**src/rtl/cur_block_pingpong_buf.sv**
```systemverilog
// cur_block_pingpong_buf: packs an input pixel stream into full blocks across two ping-pong banks.
module cur_block_pingpong_buf #(
    parameter int PIX_W  = 8,
    parameter int BLK_W  = 8,
    parameter int BLK_H  = 8,
    parameter int IN_PIX = 4,
    localparam int WORDS    = BLK_W * BLK_H / IN_PIX,
    localparam int BLK_BITS = BLK_W * BLK_H * PIX_W,
    localparam int RS_W     = (BLK_H > 1) ? $clog2(BLK_H) : 1,
    localparam int WORD_W   = IN_PIX * PIX_W,
    localparam int ROW_W    = BLK_W * PIX_W,
    localparam int PTR_W    = (WORDS > 1) ? $clog2(WORDS) : 1
) (
    input  logic                clk,
    input  logic                rst,
    input  logic                flush,
    input  logic [WORD_W-1:0]   in_data,
    input  logic                in_valid,
    output logic                in_ready,
    input  logic                next_block,
    output logic [BLK_BITS-1:0] blk_out,
    output logic                blk_valid,
    output logic                blk_start,
    input  logic [RS_W-1:0]     row_sel,
    output logic [ROW_W-1:0]    row_out
);
    logic [BLK_BITS-1:0] bank_q [2];
    logic [BLK_BITS-1:0] bank_d [2];
    logic [PTR_W-1:0] wr_ptr_q, wr_ptr_d;
    logic wr_sel_q, wr_sel_d;
    logic fill_full_q, fill_full_d;
    logic blk_valid_q, blk_valid_d;
    logic blk_start_q, blk_start_d;
    logic accept, last, swap, rel;
    always_comb begin
        accept = in_valid && !fill_full_q && !flush;
        last = accept && (wr_ptr_q == PTR_W'(WORDS - 1));
        swap = fill_full_q && (!blk_valid_q || next_block);
        rel = next_block && blk_valid_q && !fill_full_q;
        bank_d = bank_q;
        for (int w = 0; w < WORDS; w++)
            if (accept && wr_ptr_q == PTR_W'(w)) bank_d[wr_sel_q][w*WORD_W +: WORD_W] = in_data;
        wr_ptr_d = (flush || last) ? '0 : accept ? wr_ptr_q + 1'b1 : wr_ptr_q;
        fill_full_d = !flush && (last || (fill_full_q && !swap));
        blk_valid_d = !flush && (swap || (blk_valid_q && !rel));
        blk_start_d = !flush && swap;
        wr_sel_d = wr_sel_q ^ (swap && !flush);
    end
    always_ff @(posedge clk or posedge rst) begin
        if (rst) begin
            bank_q[0] <= '0;
            bank_q[1] <= '0;
            wr_ptr_q <= '0;
            wr_sel_q <= 1'b0;
            fill_full_q <= 1'b0;
            blk_valid_q <= 1'b0;
            blk_start_q <= 1'b0;
        end else begin
            bank_q <= bank_d;
            wr_ptr_q <= wr_ptr_d;
            wr_sel_q <= wr_sel_d;
            fill_full_q <= fill_full_d;
            blk_valid_q <= blk_valid_d;
            blk_start_q <= blk_start_d;
        end
    end
    assign in_ready = !fill_full_q;
    assign blk_out = bank_q[~wr_sel_q];
    assign blk_valid = blk_valid_q;
    assign blk_start = blk_start_q;
    // out-of-range row_sel matches no row and yields zero
    always_comb begin
        row_out = '0;
        for (int r = 0; r < BLK_H; r++)
            if (row_sel == RS_W'(r)) row_out = blk_out[r*ROW_W +: ROW_W];
    end
endmodule

```
**config.mk**
```make
export PLATFORM = sky130hd
export DESIGN_NAME = cur_block_pingpong_buf
export DESIGN_NICKNAME = d
export VERILOG_FILES = /design/src/rtl/cur_block_pingpong_buf.sv
export SDC_FILE = /design/constraint.sdc
export NUM_CORES = 2
export LEC_CHECK = 0
export ABC_AREA = 1
export CORE_MARGIN = 8
export CORE_UTILIZATION = 30
export DETAILED_ROUTE_END_ITERATION = 7
export PLACE_DENSITY = 0.6
export SYNTH_ARGS = -nofsm -noshare
export SYNTH_HDL_FRONTEND = slang
export SYNTH_SLANG_ARGS = --single-unit
```
**constraint.sdc**
```tcl
create_clock -name clk -period 39.3 [get_ports clk]
set_clock_uncertainty 0.05 [all_clocks]
set_input_delay 3.93 -clock clk [delete_from_list [all_inputs] [get_ports clk]]
set_output_delay 3.93 -clock clk [all_outputs]
set_load 0.05 [all_outputs]
```
==> results.txt <==
----------------------------------------------------
[Status]
  Result of the run ... finished, violations left
  Violated checks ... design-rule violations

[Die]
  Number of top-level pins ... 619
  Full die area ... 0.1744 mm2
  Area of the placeable core ... roughly 0.16 mm2
  Initial core utilization ... 0.3016
  Die height ... between 400 and 500 um
  Row count ... 147
  DIE WIDTH ... around 420 um

[Routing]
  Post-route antenna net violation count ... 0
  Starting DRT DRC Count ... 6,373
  Number of remaining DRC errors ... 3
  Via/cell ratio ... around 5.1
  Number of optimization iterations in the first detailed-route pass ... 8
  Routed wire length ... around 250,000 um
  Average detailed-routed wire length per instance ... about 28 um
  Number of vias in the routed layout ... roughly 46k

[Final layout]
  Final-stage net count ... 6,777
  Multi-input gate area in the final layout ... ~0.019 mm2
  Layout overhead on the synthesized area ... 23.74%
  Filler instances ... around 17k
  Register area ... 0.02583 mm2
  Final non-filler cell total ... ~9k
  Share of layout cells above drive strength 1 ... 0.05916
  Final design utilization ... 0.3732

[Worst setup path]
  Type of the setup path with the least slack ... input pin to output pin
  CP max stage cell ... clkdlybuf4s50_1
  Delay-heaviest family, CP ... buffers and inverters
  Crit path cell chain ... clkdlybuf4s50_1, inv_1, nand2_1, nor2_4, buf_4, buf_4, a21oi_1, nand3_1, nand2_1, nand4_1, clkdlybuf4s50_1
  Largest incremental delay on the critical path ... around 880 ps
  Endpoint class of the critical path ... output pin
  Peak fanout along the critical path ... 66
  Required time of the worst setup path ... between 30,000 and 40,000 ps
  Arrival time of the worst setup path ... between 7000 and 8000 ps
  Total buffers and inverters traversed by the critical path ... 5
  Kind of launch point of the worst setup path ... input pin

[Timing]
  Actual slew at the worst max-slew pin ... ~1200 ps
  Final-layout setup total negative slack ... 0 ps
  Pins Over Slew Limit ... 0
  Achievable Freq ... between 0.08 and 0.09 GHz
  Final period demand of the worst path ... approximately 12,000 ps
  Worst slew margin relative to its limit ... 0.1803
  Unrepaired setup endpoints after global routing ... no
  Tcrit/Tclk final ... 0.3026
  Final setup viols ... 0
  Hold Violations, Final ... 0

[Clock network]
  Cts repair resizes ... 0
  Clock slew at reported path FFs ... approximately 60 ps
  Deepest clock path buffer count ... 3
  Number of sinks handled by clock tree synthesis ... around 1.0k
  Root cell of the clock tree ... clkbuf_16
  Clock latency of the later-clocked register in the worst-skew pair ... ~740 ps
  # H-tree levels ... 3
  # Post-CTS Setup Buffers ... 0
  CTS buffer count ... about 110
  Hold buffer count at CTS ... 0
  TritonCTS clock tree ... yes

[Yosys]
  Post-synthesis cell count ... 6,374
  Flop and latch count out of synthesis ... between 1k and 1.5k
  Cell area after synthesis ... roughly 0.048 mm2
  Sequential share of the synthesized area ... 0.5339
  Count of synthesis-stage warnings from yosys ... 0
  Post-synthesis area per instance ... around 7.6 um2
  Count of unique library cells instantiated by Yosys ... 26
  Number of nets produced by synthesis ... between 6k and 7k

[Global route]
  Initial antenna violation count ... 21
  Total congestion overflow ... 0
  All-layer global routing usage ... 0.2744
  Wire length of the first global-routing pass ... between 300,000 and 400,000 um
  Largest net degree at the start of global routing ... approximately 180
  Vias in the first global route ... about 42k

[Placement]
  Post-detail-place hpwl ... roughly 180,000 um
  Number of placed instances with taps included ... 8,777
  Number of buffer cells added on primary ports ... 618
  Routability congestion estimate from global placement ... 0.9359

[Pwr]
  Pwr per Cell Area ... 48.28 mW/mm2
  Portion of total power attributed to the clock network ... 0.388
  Proportion of power drawn by combinational gates ... 0.212
  Flop pwr share ... 0.399
  Net load switching power ... just under 0.001 W
  Largest voltage drop on the vdd net ... ~0.033 mV
  P_int ... about 0.0019 W
  LEAKAGE ... about 29 nW
  Sw frac ... 0.3386

[Run]
  Max-cap violations ... 0

[Hold path]
  Hold/Removal Path Class ... flop to flop

----------------------------------------------------
-- cell usage after synthesis --
cell type	instances	area, um2
xor2_1	2	17.52
or2_2	64	400.4
nand2_4	12	135.1
nor2_1	206	773.2
nand2_2	14	87.58
a21oi_1	65	325.3
nand4_1	64	400.4
nand3_2	7	70.07
nor2_4	7	78.83
buf_6	5	56.30
o21ai_1	164	820.8
buf_2	187	935.9
nor2_2	4	25.02
inv_2	3	11.26
ha_1	4	50.05
clkbuf_2	12	60.06
nor4_1	1	6.260
buf_1	3	11.26
nand2_1	2765	10380
dfrtp_1	1032	25820
inv_1	498	1869
buf_4	8	60.06
o21ai_0	929	4649
nor3_4	4	65.06
clkbuf_1	248	930.9
nand3_1	66	330.3
-- registers in the layout, summed over array words and instances (netlist names) --
name and cells:
wr_sel_q 1, bank_q 1024, blk_valid 1, fill_full_q 1
blk_start 1, wr_ptr_q 4
-- stage by stage --
stage,area [um2],hold slack (ps),setup slack [ps],total power (W)
CTS,59850,430.5,27490,0.002895
global route,59850,441.3,27250,0.002978
detailed placement,55970,415.2,27510,0.001779
finish,59860,428.0,27410,0.002890
floorplan,48370,395.7,6277,0.001511
global placement,55970,408.4,27510,0.001776
-- final timing paths --
path	depth (start not counted)	slack [ps]	from	to
setup reg to reg	4	35420	wr_sel_q$_DFF_PP0_	bank_q[13]$_DFFE_PP0P_
hold reg to reg	2	430	bank_q[815]$_DFFE_PP0P_	bank_q[815]$_DFFE_PP0P_
max in group asynchronous	6	31310	rst	bank_q[3]$_DFFE_PP0P_
setup / recovery	11	27410	row_sel[0]	row_out[54]
hold / removal	2	430	bank_q[815]$_DFFE_PP0P_	bank_q[815]$_DFFE_PP0P_
min in group asynchronous	2	3690	rst	blk_valid$_DFF_PP0_
-- final cells by class --
class                   instances  area share
repair buffers                706      0.1152
clock inverters                47    0.008549
multi-input cells            4378      0.3115
inverters                     501     0.03167
clock buffers                 165     0.05627
well taps                    2160     0.04515
diodes                          5   0.0002090
flip-flops and latches       1032      0.4315
-- per-layer routing --
layer	wire length [um]	vias to the layer above	global-route usage	part of all wire
met2	111100	2609	0.4267	0.45
met4	19510	10	0.1665	0.078
li1	-	20542	-	-
met3	26730	511	0.07559	0.11
met1	92240	22471	0.3395	0.37
met5	49	-	0	0.00020
-- worst reg2reg max path, delay by kind of cell, from the launching register on --
family / cells / cell delay (ps)
buffers and inverters: 2 / 1490
DFF: 1 / 880
AOI/OAI and AO/OA: 1 / 470
and+or+nand+nor: 1 / 890
-- cell families (layout without fill, tap and decap cells) --
family | Yosys count | count (layout) | share of synthesized area
other cells | 0 | 5 | 0
xor+xnor | 2 | 2 | 0.0003622
flops | 1032 | 1032 | 0.5339
buf+inv | 964 | 1419 | 0.08135
simple gates | 3214 | 3214 | 0.2636
fa+ha+maj | 4 | 4 | 0.001035
compound gates | 1158 | 1158 | 0.1198
-- power by group through the flow --
| stage | combinational, W | sequential [W] | clock [W] |
|---|---|---|---|
| after floorplan | 0.000345 | 0.00117 | 0 |
| after global placement | 0.000607 | 0.00117 | 0 |
| after detailed placement | 0.000607 | 0.00117 | 0 |
| after CTS | 0.000608 | 0.00115 | 0.00113 |
| after global routing | 0.000643 | 0.00116 | 0.00117 |
| final | 0.000613 | 0.00115 | 0.00112 |
-- cells in the final DEF, fill, tap and decap left out, drive strengths merged --
cell type / n
a21oi: 65
buf: 88
bufinv: 8
clkbuf: 165
clkdlybuf4s50: 618
clkinv: 37
clkinvlp: 2
dfrtp: 1032
diode: 5
ha: 4
inv: 501
nand2: 2791
nand3: 73
nand4: 64
nor2: 217
nor3: 4
nor4: 1
o21ai: 1093
or2: 64
xor2: 2
Power figures use the tool's default switching activity.
